## src/rtl/serial_divider_pkg.sv

```systemverilog
// rtl/serial_divider_pkg.sv - shared divider/multiplier constants and FSM encoding
package serial_divider_pkg;

    localparam int MAX_PRECISION_DEFAULT = 16;

    // Top bits of this seed give the most-negative value for any width up to 64.
    localparam logic [63:0] MIN_SEED = 64'h8000_0000_0000_0000;

    typedef enum logic [1:0] {
        ST_IDLE = 2'd0,
        ST_CALC = 2'd1,
        ST_DONE = 2'd2
    } div_state_t;

endpackage

```

## src/rtl/restoring_div_step.sv

```systemverilog
// rtl/restoring_div_step.sv - one combinational restoring-division shift/compare/subtract step
module restoring_div_step #(
    parameter int W = 16
) (
    input  logic [W-1:0] rem_in,
    input  logic         bit_in,
    input  logic [W-1:0] dvs,
    output logic [W-1:0] rem_out,
    output logic         q_bit
);

    // One extra bit so the shifted remainder can exceed the largest divisor magnitude.
    logic [W:0] shifted;
    logic [W:0] diff;

    always_comb begin
        shifted = {rem_in, bit_in};
        diff    = shifted - {1'b0, dvs};
        q_bit   = (shifted >= {1'b0, dvs});
        rem_out = q_bit ? diff[W-1:0] : shifted[W-1:0];
    end

endmodule

```

## src/rtl/serial_divider.sv

```systemverilog
// rtl/serial_divider.sv - signed restoring serial divider, one quotient bit per clock
module serial_divider
    import serial_divider_pkg::*;
#(
    parameter int MAX_PRECISION = MAX_PRECISION_DEFAULT
) (
    input  logic                     clk_gate,
    input  logic                     rst_n,
    input  logic                     in_valid,
    output logic                     in_ready,
    input  logic [MAX_PRECISION-1:0] dividend,
    input  logic [MAX_PRECISION-1:0] divisor,
    output logic [MAX_PRECISION-1:0] quotient,
    output logic [MAX_PRECISION-1:0] remainder,
    output logic                     div_by_zero,
    output logic                     overflow,
    output logic                     out_valid,
    input  logic                     out_ready
);

    localparam int W  = MAX_PRECISION;
    localparam int CW = (W > 1) ? $clog2(W) : 1;
    localparam logic [W-1:0] MIN_W = MIN_SEED[63 -: W];

    div_state_t    state_q, state_d;
    logic [CW-1:0] count_q, count_d;
    logic [W-1:0]  dq_q, dq_d;          // dividend magnitude shifts out as quotient shifts in
    logic [W-1:0]  dvs_q, dvs_d;
    logic [W-1:0]  rem_q, rem_d;
    logic          dvd_neg_q, dvd_neg_d;
    logic          dvs_neg_q, dvs_neg_d;
    logic [W-1:0]  quotient_q, quotient_d;
    logic [W-1:0]  remainder_q, remainder_d;
    logic          dbz_q, dbz_d;
    logic          ovf_q, ovf_d;

    logic [W-1:0]  dividend_abs, divisor_abs;
    logic [W-1:0]  step_rem, q_next;
    logic          step_bit;

    restoring_div_step #(.W(W)) u_step (
        .rem_in  (rem_q),
        .bit_in  (dq_q[W-1]),
        .dvs     (dvs_q),
        .rem_out (step_rem),
        .q_bit   (step_bit)
    );

    always_comb begin
        dividend_abs = dividend[W-1] ? -dividend : dividend;
        divisor_abs  = divisor[W-1]  ? -divisor  : divisor;
        q_next       = {dq_q[W-2:0], step_bit};

        state_d     = state_q;
        count_d     = count_q;
        dq_d        = dq_q;
        dvs_d       = dvs_q;
        rem_d       = rem_q;
        dvd_neg_d   = dvd_neg_q;
        dvs_neg_d   = dvs_neg_q;
        quotient_d  = quotient_q;
        remainder_d = remainder_q;
        dbz_d       = dbz_q;
        ovf_d       = ovf_q;

        case (state_q)
            ST_IDLE: begin
                if (in_valid) begin
                    dbz_d     = 1'b0;
                    ovf_d     = 1'b0;
                    dvd_neg_d = dividend[W-1];
                    dvs_neg_d = divisor[W-1];
                    dq_d      = dividend_abs;
                    dvs_d     = divisor_abs;
                    if (divisor == '0) begin
                        quotient_d  = '1;
                        remainder_d = dividend;
                        dbz_d       = 1'b1;
                        state_d     = ST_DONE;
                    end else if (dividend == MIN_W && divisor == '1) begin
                        quotient_d  = MIN_W;
                        remainder_d = '0;
                        ovf_d       = 1'b1;
                        state_d     = ST_DONE;
                    end else begin
                        count_d = CW'(W - 1);
                        rem_d   = '0;
                        state_d = ST_CALC;
                    end
                end
            end
            ST_CALC: begin
                dq_d  = q_next;
                rem_d = step_rem;
                if (count_q == '0) begin
                    quotient_d  = (dvd_neg_q ^ dvs_neg_q) ? -q_next : q_next;
                    remainder_d = dvd_neg_q ? -step_rem : step_rem;
                    state_d     = ST_DONE;
                end else begin
                    count_d = count_q - 1'b1;
                end
            end
            ST_DONE: begin
                if (out_ready) begin
                    state_d = ST_IDLE;
                end
            end
            default: state_d = ST_IDLE;
        endcase
    end

    always_ff @(posedge clk_gate or negedge rst_n) begin
        if (!rst_n) begin
            state_q     <= ST_IDLE;
            count_q     <= '0;
            dq_q        <= '0;
            dvs_q       <= '0;
            rem_q       <= '0;
            dvd_neg_q   <= 1'b0;
            dvs_neg_q   <= 1'b0;
            quotient_q  <= '0;
            remainder_q <= '0;
            dbz_q       <= 1'b0;
            ovf_q       <= 1'b0;
        end else begin
            state_q     <= state_d;
            count_q     <= count_d;
            dq_q        <= dq_d;
            dvs_q       <= dvs_d;
            rem_q       <= rem_d;
            dvd_neg_q   <= dvd_neg_d;
            dvs_neg_q   <= dvs_neg_d;
            quotient_q  <= quotient_d;
            remainder_q <= remainder_d;
            dbz_q       <= dbz_d;
            ovf_q       <= ovf_d;
        end
    end

    assign in_ready    = (state_q == ST_IDLE);
    assign out_valid   = (state_q == ST_DONE);
    assign quotient    = quotient_q;
    assign remainder   = remainder_q;
    assign div_by_zero = dbz_q;
    assign overflow    = ovf_q;

endmodule

```

## config.mk

```make
export PLATFORM = sky130hd
export DESIGN_NAME = serial_divider
export DESIGN_NICKNAME = d
export VERILOG_FILES = /design/src/rtl/serial_divider_pkg.sv /design/src/rtl/restoring_div_step.sv /design/src/rtl/serial_divider.sv
export SDC_FILE = /design/constraint.sdc
export NUM_CORES = 1
export LEC_CHECK = 0
export ABC_AREA = 1
export CAP_MARGIN = 20
export CORE_ASPECT_RATIO = 1.1
export CORE_MARGIN = 2
export CORE_UTILIZATION = 35
export CTS_CLUSTER_SIZE = 25
export DETAILED_ROUTE_END_ITERATION = 8
export HOLD_SLACK_MARGIN = 0.06
export PLACE_DENSITY = 0.68
export SYNTH_ARGS = -nofsm -noshare
export SYNTH_HDL_FRONTEND = slang
export SYNTH_HIERARCHICAL = 1
export SYNTH_SLANG_ARGS = --single-unit
```

## constraint.sdc

```tcl
create_clock -name clk_gate -period 2.8 [get_ports clk_gate]
set_input_delay 0.56 -clock clk_gate [delete_from_list [all_inputs] [get_ports clk_gate]]
set_output_delay 0.56 -clock clk_gate [all_outputs]
set_load 0.05 [all_outputs]
```

Word-level counts from Yosys, hierarchy flattened
Index checks and enable logic that the tools add are counted.
- flip-flop bits (word level): 90
- bits of input ports: 36
- output and inout port bits: 36
- word-level logic and storage cells: 76
- $add $sub $neg: 6
- order comparisons: 1
- eq/ne operators: 11
- mux-type cells: 35
- bitwise logic cells: 1
- reductions and logical operators: 11
- operators with widths (kind ; count):
    $mux 16 ; 17
    $pmux 16 s2 ; 4
    $neg 16->16 ; 4
    $eq 16x16->1 const B ; 2
    $ge 17x16->1 ; 1
    $logic_not 16->1 ; 1
    $mux 4 ; 4
    $sub 16x16->16 ; 1
    $mux 2 ; 5
    $ne 2x2->1 const B ; 5
    $pmux 4 s2 ; 1
    $reduce_and 4->1 ; 2
    $pmux 2 s3 ; 1
    $reduce_and 5->1 ; 1
    $logic_not 4->1 ; 1
    $reduce_and 2->1 ; 2
    $sub 4x1->4 const B ; 1
    $mux 1 ; 3
    $ne 3x1->1 const B ; 1
    $reduce_and 3->1 ; 1
    $eq 2x1->1 const B ; 1
    $eq 2x2->1 const B ; 1
    $logic_not 2->1 ; 1
    $ne 2x1->1 const B ; 1
    other kinds (3) ; 3

Depth between registers and ports, before layout
Gate-level depths: netlist (run 1).
- depth in word-level cells: 6
- gate-level depth with buffers: 25
- depth with buffers taken out: 24

Cells and area by module
The synthesis (run 1) kept the hierarchy.
- modules (own cells, without submodules) (module ; times used ; cells an instance ; area each (sq um) ; sequential area each (sq um)):
    serial_divider ; 1 ; 817 ; 5526.6 ; 2252.2
    restoring_div_step ; 1 ; 269 ; 1355.0 ; 0.0

Worst setup path before layout (run 1)
Ideal clock, no wire load.
- path type: register to register
- from: register rem_q[3]
- to: register remainder_q[10], in the netlist remainder[10]
- setup time: 118 ps
- data arrival time: 2535 ps
- data required time: 2682 ps
- path slack: 148 ps
- stages on the path, launching flop included: 24
- buffers on the path: 1
- period minus slack after synthesis: 2652 ps
- path through: dfrtp_1 ha_1 nand2_1 inv_1 nand2_1 nand2_1 nand2_1 nand3_2 nand2_2 nand2_2 buf_6 o21ai_0 inv_1 ha_1 inv_1 nor2_1 nand3_1 nand2_1 nand2_1 nand2_1 nand2_1 o21ai_0 nand2_1 nand2_1
- word-level cells in the longest chain between the ends: 6
- elaborated cells between the ends (all ways): 7
- ends and longest elaborated chain (element ; line ; source):
    from (decl) ; serial_divider.sv:29 ; logic [W-1:0] rem_q, rem_d;
    from (signal assigned) ; serial_divider.sv:130 ; rem_q <= rem_d;
    $ge 17x16->1 ; restoring_div_step.sv:19 ; q_bit = (shifted >= {1'b0, dvs});
    $mux 16 ; restoring_div_step.sv:20 ; rem_out = q_bit ? diff[W-1:0] : shifted[W-1:0];
    net step_rem[1] ; serial_divider.sv:38 ; logic [W-1:0] step_rem, q_next;
    $neg 16->16 ; serial_divider.sv:97 ; remainder_d = dvd_neg_q ? -step_rem : step_rem;
    $mux 16 ; serial_divider.sv:97 ;
    $mux 16 ; serial_divider.sv:95 ; if (count_q == '0) begin
    $pmux 16 s2 ; serial_divider.sv:66 ; case (state_q)
    to (signal assigned) ; serial_divider.sv:134 ; remainder_q <= remainder_d;
    to (decl) ; serial_divider.sv:33 ; logic [W-1:0] remainder_q, remainder_d;
The timed path passes the listed nets, and every way through them passes these cells. The select of a mux whose other input is x is not followed.
A chain may end at the register's enable or synchronous reset.

Final worst setup path (run 1)
- from: register rem_q[7]
- to: register remainder_q[8], in the netlist remainder[8]
- word-level cells in the longest chain between the ends: 6
- elaborated cells between the ends (all ways): 7
- ends and longest elaborated chain (element ; line ; source):
    $ge 17x16->1 ; restoring_div_step.sv:19 ;
    net step_bit ; serial_divider.sv:39 ; logic step_bit;
    $mux 16 ; restoring_div_step.sv:20 ;
    net step_rem[1] ; serial_divider.sv:38 ;
    $neg 16->16 ; serial_divider.sv:97 ;
    $mux 16 ; serial_divider.sv:97 ;
    $mux 16 ; serial_divider.sv:95 ;
    $pmux 16 s2 ; serial_divider.sv:66 ;
The timed path passes the listed nets, and every way through them passes these cells. The select of a mux whose other input is x is not followed.

==> metrics.csv, run 1 <==
metric,value,unit
die_width,138,µm
synth_area_leaders,"dfrtp_1, nand2_1, nand3_1, inv_1, nor2_1",
root_buffer,clkbuf_16,
fmax,378,MHz
grt_max_degree,47,
setup_viol,0,
start_util,35.9,%
core,19200,µm²
fin_util,47.7,%
antenna_found_initial,0,
cts_tree,built,
worstMarginPinSlew,0.697,ns
async_flop_share,100,%
cap_violations,0,
ioPinCount,72,
globalplace.congestion,0.972,
fp.dieH,151,µm
hold_path_class,input port to async pin,
clk_pin_slew,0.07,ns
cts-htree-levels,3,
vias,7339,
yosysTopAreaCellShare,32.7,%
layoutNonFillerInstCount,1475,
syn_nets,1145,
overflow,0,
cp-startpoint,rem_q[7],
cp.required,3.09,ns
post_drt_via_cell_ratio,4.98,
dpl.hpwl,15800,µm
synthCells,1086,
reg2reg_from,rem_q[7],
cts_buffers,9,
p_per_area,1430,nW/µm²
drtAntennaViolNets,0,
setup.worst_path.end_class,register,
start_kind,register,
cp_data_arrival_time,2.94,ns
timing.final.ws_setup,0.154,ns
slew-limit-headroom,53.5,%
drt_iter0_markers,470,
p_leak,4.69,nW
synth-edff-count,0,
yosysSeqAreaShare,32.7,%
drc_errors,0,
post_route_cells_drive_above_1_share,18.5,%
cts_sinks,90,
io_buffers,71,
wl_per_cell,14.2,µm
grt_usage,20.6,%
min_period,2.65,ns
grt_first_pass_wirelength,33500,µm
avgSynthCellArea,6.34,µm²
status,"complete, no violations",
die_area,20800,µm²
post_synth_num_cell_types,38,
syn2layout_area_growth,32.7,%
ys_warn_count,6,
final_cell_mix,"nand2_1, inv_1, nand3_1, dfrtp_1, buf_4",
cts.path.max_buffers,2,
dpl.cell_count,1453,
dp_slack,-0.0591,ns
final_nets,1283,
drt-total-wl,21000,µm
synth_area,6880,µm²
maxSlewViolCount,0,
grt_pass1_vias,6991,
crit_type,register to register,
fillCellCount,1897,
std_cell_rows,53,
synth_ff_type,dfrtp_1,
yosysTopAreaCell,dfrtp_1,
clk_latency,0.35,ns
yosys_register_bits,90,
vdd_drop_max,0.798,mV
rsz0062_at_grt,yes,
hold_viol,0,
ctsHoldBuffers,0,
cp_max_fo,8,
antenna-diode-count,0,
skew,0.0102,ns
fin_crit_sh,94.5,%
final_common_cell,nand2_1,
drtPass1Iterations,5,
p_total,13.0,mW
synthesized netlist by cell type, types with 2 or more instances:
cell type  instances
nand3_1           93
and2_1             2
o21ai_1            2
a22oi_1           13
nand3_2            6
nand3b_1           7
o21ai_0           58
nand2_2           14
clkbuf_1          16
nand4_1           16
buf_4              3
o221ai_1           2
dfrtp_1           90
o211ai_1           2
o21bai_1           2
xor2_1            19
a31oi_1            2
inv_2             11
inv_1            118
ha_1              22
a21oi_1           26
o31ai_1            4
nor2_1            83
nand2_1          442
buf_6              4
nor3_1             4
buf_2              6
nor2_2             8
o21ai_2            2
per-stage QoR:
stage                     cell area (µm²)  TNS [ns]  hold WS [ns]
final                                9140         0         0.235
after global routing                 9140    -0.479         0.282
after CTS                            8660         0         0.254
after detailed placement             8340    -0.222         0.467
after global placement               8340         0         0.461
after floorplan                      6880         0         0.264
worst max-delay path, cell delays in order (launching register included):
cell and delay (ns):
dfrtp_1 0.43, ha_4 0.28, nand2_2 0.11, inv_1 0.05, nand2_1 0.06, nand2_1 0.07, inv_2 0.07, nand3_2 0.10
nand2_4 0.11, nand2_8 0.09, nand2_4 0.08, o21ai_2 0.05, inv_1 0.07, ha_2 0.17, inv_2 0.04, nor2_4 0.10
nand3_2 0.10, nand2_4 0.13, nand2_2 0.07, nand2_1 0.07, nand2_1 0.04, o21ai_1 0.14, nand2_1 0.06, nand2_1 0.07
per-layer routing:
metal | track usage (%) | vias to the layer above | wire length [µm]
li1 | - | 3721 | -
met1 | 28.5 | 3384 | 9770
met2 | 32.1 | 204 | 9370
met3 | 3.65 | 30 | 1280
met4 | 7.96 | 0 | 542
met5 | 0 | - | 0
cell families (layout without fill, tap and decap cells):
group                    Yosys count  after routing  synth area share [%]
AO/OA/AOI/OAI                    113            113                  9.24
AND/OR/NAND/NOR                  679            679                  41.5
XOR/XNOR                          20             20                  2.55
flip-flops                        90             90                  32.7
adder cells (fa/ha/maj)           23             23                  4.29
buffers and inverters            161            303                  9.73
flip-flops by register name, indices dropped and copies added, names as in the netlist:
name / cells
count_q: 4
state_q: 2
remainder: 16
overflow: 1
dvs_q: 16
quotient: 16
div_by_zero: 1
dvs_neg_q: 1
rem_q: 16
dvd_neg_q: 1
dq_q: 16
worst paths after layout:
path	to	slack [ns]	cells past startpoint
worst max-delay path	remainder[8]	0.15	23
worst min-delay path	dvs_q[8]	0.24	1
worst max register to register	remainder[8]	0.15	23
worst min register to register	quotient[7]	0.48	2
max in group asynchronous	quotient[7]	1.89	2
min in group clk_gate	quotient[7]	0.48	2
power breakdown:
group	internal (mW)	switching, mW
combinational	3.79	5.70
clock	0.714	0.536
sequential	1.82	0.467
total	6.32	6.70
area by class of cell:
cell class	count	area [µm²]	area share, %
Clock inverter	4	51.3	0.562
Tap cell	247	309	3.38
Clock buffer	11	243	2.66
Multi-Input combinational cell	835	4390	48.0
Sequential cell	90	2250	24.7
Inverter	130	493	5.40
Timing Repair Buffer	158	1400	15.3
repair_timing:
item / 4_1_cts / 5_1_grt
pin swaps: 0 / 31
setup endpoints to repair: 11 / 27
setup buffers: 0 / 7
resized for setup: 7 / 103
No activity file was read; power rests on OpenSTA's default activity.
==> run 2, diff against run 1 <==
--- a/config.mk
+++ b/config.mk
@@ -6,10 +6,11 @@
 export NUM_CORES = 1
 export LEC_CHECK = 0
 export ABC_AREA = 1
+export ABC_CLOCK_PERIOD_IN_PS = 2800
 export CAP_MARGIN = 20
 export CORE_ASPECT_RATIO = 1.1
-export CORE_MARGIN = 2
 export CORE_UTILIZATION = 35
+export CTS_BUF_LIST = sky130_fd_sc_hd__clkbuf_8 sky130_fd_sc_hd__clkbuf_16
 export CTS_CLUSTER_SIZE = 25
 export DETAILED_ROUTE_END_ITERATION = 8
 export HOLD_SLACK_MARGIN = 0.06
==> metrics.csv, run 2 (synthesis gave the netlist of run 1 again) <==
metric,value,unit,change
p_total,13.0,mW,about the same
met2_usage,33.3,%,was 32.1%
fin_crit_sh,94.8,%,was 94.5%
grt_first_pass_wirelength,33800,µm,was 33500 µm
dpl.hpwl,15700,µm,was 15800 µm
final_nets,1281,,was 1283
start_util,35.9,%,unchanged
min_period,2.65,ns,about the same
rsz0062_at_grt,yes,,unchanged
globalplace.congestion,0.928,,was 0.972
busiest_layer,met2,,unchanged
netSwitchingPower,6.69,mW,was 6.70 mW
antenna-diode-count,0,,unchanged
crit_path_cell_trace,inv_2 > ha_4 > nand2_1 > nand2_2 > nand2_2 > nand2_2 > nand2_1 > nand2_1 > nor2_2 > nand2_4 > buf_6 > nand2_2 > nand2_1 > nor2_2 > buf_4 > nand2_1 > nand2_2 > nand3_1 > nand2_1 > nand3_1 > nand2_1 > nand2_1 > nand2_1,,was ha_4 > nand2_2 > inv_1 > nand2_1 > nand2_1 > inv_2 > nand3_2 > nand2_4 > nand2_8 > nand2_4 > o21ai_2 > inv_1 > ha_2 > inv_2 > nor2_4 > nand3_2 > nand2_4 > nand2_2 > nand2_1 > nand2_1 > o21ai_1 > nand2_1 > nand2_1
crit_type,register to register,,unchanged
final_common_cell,nand2_1,,unchanged
hold_path_class,input port to async pin,,unchanged
r2r_cells,23,,unchanged
post_drt_via_cell_ratio,4.95,,was 4.98
power.share.combinational,72.4,%,was 72.9%
cp_slowest_cell,dfrtp_1,,unchanged
drc_errors,0,,unchanged
cts.path.max_buffers,2,,unchanged
grt_pass1_vias,6855,,was 6991
r2r_slack,0.15,ns,about the same
drt-total-wl,21000,µm,about the same
layoutNonFillerInstCount,1474,,was 1475
fmax,377,MHz,was 378 MHz
wl_per_cell,14.2,µm,about the same
final_cell_mix,"nand2_1, inv_1, nand3_1",,"was nand2_1, inv_1, nand3_1, dfrtp_1, buf_4"
status,"complete, no violations",,unchanged
maxSlewViolCount,0,,unchanged
grt_usage,21.3,%,was 20.6%
io_buffers,71,,unchanged
cts_sinks,90,,unchanged
hold_ws,0.240,ns,was 0.235 ns
ioPinCount,72,,unchanged
setup_viol,0,,unchanged
skew,0.0111,ns,was 0.0102 ns
overflow,0,,unchanged
root_buffer,clkbuf_16,,unchanged
p_int,6.33,mW,was 6.32 mW
drt_iter0_markers,495,,was 470
vias,7299,,was 7339
clk_pin_slew,0.07,ns,about the same
die_width,136,µm,was 138 µm
use_met1,29.6,%,was 28.5%
post_route_cells_drive_above_1_share,18.7,%,was 18.5%
p_seq_share,17.3,%,was 17.5%
critical_path.top_delay_family,simple AND/OR/NAND/NOR gates,,unchanged
clockPowerShare,10.2,%,was 9.6%
hold_viol,0,,unchanged
crit_buf_inv,3,,was 4
std_cell_rows,53,,unchanged
start_kind,register,,unchanged
crit_cells,23,,unchanged
syn2layout_area_growth,32.5,%,was 32.7%
core,19200,µm²,unchanged
dpl.cell_count,1446,,was 1453
cts_buffers,9,,unchanged
fp.dieH,149,µm,was 151 µm
vdd_drop_max,0.793,mV,was 0.798 mV
p_per_area,1430,nW/µm²,about the same
cp.required,3.10,ns,was 3.09 ns
cts_tree,built,,unchanged
cp_data_arrival_time,2.96,ns,was 2.94 ns
grtUsageMet3,3.47,%,was 3.65%
setup.worst_path.end_class,register,,unchanged
die_area,20200,µm²,was 20800 µm²
cpPeakStageDelay,0.39,ns,was 0.43 ns
cp_max_fo,8,,unchanged
p_leak,4.67,nW,was 4.69 nW
fin_tns_setup,0,ns,unchanged
netSwitchingFraction,51.4,%,was 51.5%
worstMarginPinSlew,0.692,ns,was 0.697 ns
slew-limit-headroom,53.8,%,was 53.5%
drtAntennaViolNets,0,,unchanged
cts-htree-levels,3,,unchanged
antenna_found_initial,0,,unchanged
path_common_cell,nand2_1,,unchanged
grt_max_degree,57,,was 47
cap_violations,0,,unchanged
clk_latency,0.36,ns,was 0.35 ns
drtPass1Iterations,5,,unchanged
## run 2: what timing repair did
item | CTS | global route
setup buffers | 0 | 12
setup endpoints to repair | 9 | 26
hold buffers | 0 | 0
gates resized for setup | 9 | 101
pin swaps | 1 | 36
## run 2: area by class of cell
class | count | area, µm²
flip-flops and latches | 90 | 2260
repair buffers | 156 | 1360
multi-input cells | 835 | 4380
well taps | 247 | 309
clock buffers | 9 | 225
fillers | 1887 | 10000
clock inverters | 7 | 93.8
inverters | 130 | 490
## run 2: through the flow
step / setup slack (ns) / utilization, % / cell area, µm²
final: 0.145 / 47.6 / 9110
after global routing: -0.0753 / 47.6 / 9110
after CTS: 0.00392 / 45.1 / 8640
after detailed placement: -0.0730 / 43.2 / 8280
after global placement: 0.0214 / 43.2 / 8280
after floorplan: 0.148 / - / 6880
## run 2: path summary, 6_finish.rpt
kind	end	startpoint
max	remainder[11]	dvs_q[10]
min	dvs_q[3]	rst_n
max reg2reg	remainder[11]	dvs_q[10]
min reg2reg	quotient[9]	quotient[9]
max in group asynchronous	dq_q[12]	rst_n
min in group clk_gate	quotient[9]	quotient[9]
## run 2: power groups by stage
stage / logic, mW / registers (mW) / clock network, mW
finish: 9.43 / 2.26 / 1.33
global route: 10.5 / 2.32 / 1.41
CTS: 8.35 / 2.21 / 1.36
detailed placement: 8.23 / 2.23 / 0
global placement: 8.13 / 2.21 / 0
floorplan: 5.03 / 2.67 / 0
## run 2: worst reg2reg max path: cells and delay by family (launching register included)
kind / cells / cell delay (ns)
fa+ha+maj: 1 / 0.22
buf+inv: 3 / 0.37
flops: 1 / 0.39
simple gates: 19 / 1.61
## run 2: layer usage
layer	vias up	share of wire, %
met2	201	45
li1	3726	-
met4	0	2.6
met3	28	5.3
met5	-	0
met1	3344	47
==> run 3, diff against run 2 <==
--- a/config.mk
+++ b/config.mk
@@ -10,7 +10,8 @@
 export CAP_MARGIN = 20
 export CORE_ASPECT_RATIO = 1.1
 export CORE_UTILIZATION = 35
-export CTS_BUF_LIST = sky130_fd_sc_hd__clkbuf_8 sky130_fd_sc_hd__clkbuf_16
+export CTS_BUF_LIST = sky130_fd_sc_hd__clkbuf_8
+export CTS_CLUSTER_DIAMETER = 80
 export CTS_CLUSTER_SIZE = 25
 export DETAILED_ROUTE_END_ITERATION = 8
 export HOLD_SLACK_MARGIN = 0.06
==> metrics.csv, run 3 (synthesis gave the netlist of run 1 again) <==
metric,value,unit,change
cts.path.max_buffers,2,,unchanged
fp.dieH,149,µm,unchanged
cp-startpoint,dvs_q[9],,was dvs_q[10]
grt_pass1_vias,6805,,was 6855
cts-htree-levels,3,,unchanged
crit_type,register to register,,unchanged
r2r_cells,19,,was 23
crit_path_cell_trace,inv_1 > ha_4 > nand2_1 > inv_1 > nand2_1 > nor3_2 > nand2_2 > nand2_4 > buf_4 > nand2_2 > nand2_1 > buf_4 > inv_1 > nand2_1 > nand2_1 > o21ai_0 > o31ai_1 > nand2_1 > nand2_1,,was inv_2 > ha_4 > nand2_1 > nand2_2 > nand2_2 > nand2_2 > nand2_1 > nand2_1 > nor2_2 > nand2_4 > buf_6 > nand2_2 > nand2_1 > nor2_2 > buf_4 > nand2_1 > nand2_2 > nand3_1 > nand2_1 > nand3_1 > nand2_1 > nand2_1 > nand2_1
start_util,35.9,%,unchanged
worstMarginPinSlew,0.689,ns,was 0.692 ns
setup_viol,0,,unchanged
die_width,136,µm,unchanged
root_buffer,clkbuf_8,,was clkbuf_16
crit_buf_inv,5,,was 3
min_period,2.68,ns,was 2.65 ns
multiInputGateArea,4370,µm²,was 4380 µm²
drt-total-wl,20700,µm,was 21000 µm
drt_iter0_markers,499,,was 495
p_per_area,1400,nW/µm²,was 1430 nW/µm²
drc_errors,0,,unchanged
grt_first_pass_wirelength,33600,µm,was 33800 µm
syn2layout_area_growth,30.9,%,was 32.5%
cp_slowest_cell,dfrtp_1,,unchanged
vdd_drop_max,0.741,mV,was 0.793 mV
clk_pin_slew,0.09,ns,was 0.07 ns
critical_path.top_delay_family,simple AND/OR/NAND/NOR gates,,unchanged
fin_crit_sh,95.6,%,was 94.8%
cp.required,3.09,ns,was 3.10 ns
vias,7268,,was 7299
post_route_cells_drive_above_1_share,18.9,%,was 18.7%
skew,0.0147,ns,was 0.0111 ns
globalplace.congestion,0.928,,unchanged
core,19200,µm²,unchanged
drtPass1Iterations,5,,unchanged
hold_viol,0,,unchanged
path_common_cell,nand2_1,,unchanged
cap_violations,0,,unchanged
fmax,374,MHz,was 377 MHz
drtAntennaViolNets,0,,unchanged
final_cell_mix,"nand2_1, inv_1, nand3_1",,unchanged
ioPinCount,72,,unchanged
final_common_cell,nand2_1,,unchanged
dpl.hpwl,15700,µm,unchanged
antenna_found_initial,0,,unchanged
status,"complete, no violations",,unchanged
io_buffers,71,,unchanged
cts_tree,built,,unchanged
final_nets,1281,,unchanged
seq_area,2250,µm²,was 2260 µm²
crit_cells,19,,was 23
cp_data_arrival_time,2.97,ns,was 2.96 ns
clk_latency,0.40,ns,was 0.36 ns
wl_per_cell,14.0,µm,was 14.2 µm
post_drt_via_cell_ratio,4.93,,was 4.95
antenna-diode-count,0,,unchanged
reg2reg_from,dvs_q[9],,was dvs_q[10]
hold_path_class,input port to async pin,,unchanged
fillCellCount,1917,,was 1887
p_leak,4.62,nW,was 4.67 nW
cp_max_fo,8,,unchanged
p_total,12.6,mW,was 13.0 mW
maxSlewViolCount,0,,unchanged
ctsHoldBuffers,0,,unchanged
overflow,0,,unchanged
cpPeakStageDelay,0.36,ns,was 0.39 ns
grt_usage,21.2,%,was 21.3%
die_area,20200,µm²,unchanged
slew-limit-headroom,54.0,%,was 53.8%
std_cell_rows,53,,unchanged
start_kind,register,,unchanged
setup.worst_path.end_class,register,,unchanged
cts_sinks,90,,unchanged
rsz0062_at_grt,yes,,unchanged
grt_max_degree,57,,unchanged
fin_tns_setup,0,ns,unchanged
cts_buffers,9,,unchanged
## run 3: cell counts in the layout (fill, tap and decap cells not counted)
No cell type changed its count.
## run 3: path summary, 6_finish.rpt
check / to / slack, ns
setup / recovery: remainder[4] / 0.12
max in group asynchronous: dq_q[12] / 1.91
hold / removal: dvs_q[4] / 0.19
hold reg to reg: quotient[9] / 0.49
min in group clk_gate: quotient[9] / 0.49
setup reg to reg: remainder[4] / 0.12
## run 3: per-stage QoR
stage	util [%]	worst slack, ns	hold WS (ns)	area (µm²)	instances
CTS	44.6	0.00807	0.216	8550	1462
global route	47.0	-0.0670	0.244	9010	1474
floorplan	-	0.148	0.264	6880	1086
detailed placement	43.2	-0.0730	0.464	8280	1446
finish	47.0	0.123	0.194	9010	1474
global placement	43.2	0.0214	0.464	8280	1446
## run 3: layer usage
metal / GRT usage [%] / part of all wire, % / wire [µm]
met5: 0 / 0 / 0
met1: 29.7 / 49 / 10100
met3: 2.21 / 3.7 / 761
met4: 7.92 / 2.2 / 457
met2: 33.4 / 45 / 9380
## run 3: worst register-to-register path, cell delays in order, from the launching register on
cell     delay, ns
dfrtp_1       0.36
inv_1         0.08
ha_4          0.30
nand2_1       0.07
inv_1         0.07
nand2_1       0.08
nor3_2        0.21
nand2_2       0.08
nand2_4       0.15
buf_4         0.20
nand2_2       0.06
nand2_1       0.13
buf_4         0.13
inv_1         0.05
nand2_1       0.06
nand2_1       0.05
o21ai_0       0.22
o31ai_1       0.14
nand2_1       0.09
nand2_1       0.05
## run 3: what timing repair did
action	CTS	global route
setup endpoints to repair	9	26
buffers inserted	0	12
resized for setup	10	100
pin swaps	1	33
## run 3: cell type report
type,instances,share of cell area [%]
multi-input combinational,835,48.5
tap,247,3.43
inverter,130,5.44
clock buffer,9,1.37
clock inverter,7,1.04
timing repair buffer,156,15.2
sequential,90,25.0
## run 3: report_power, final
group	switching (mW)	internal, mW	total (mW)
sequential	0.434	1.82	2.25
combinational	5.65	3.70	9.35
clock	0.519	0.503	1.02
total	6.60	6.02	12.6
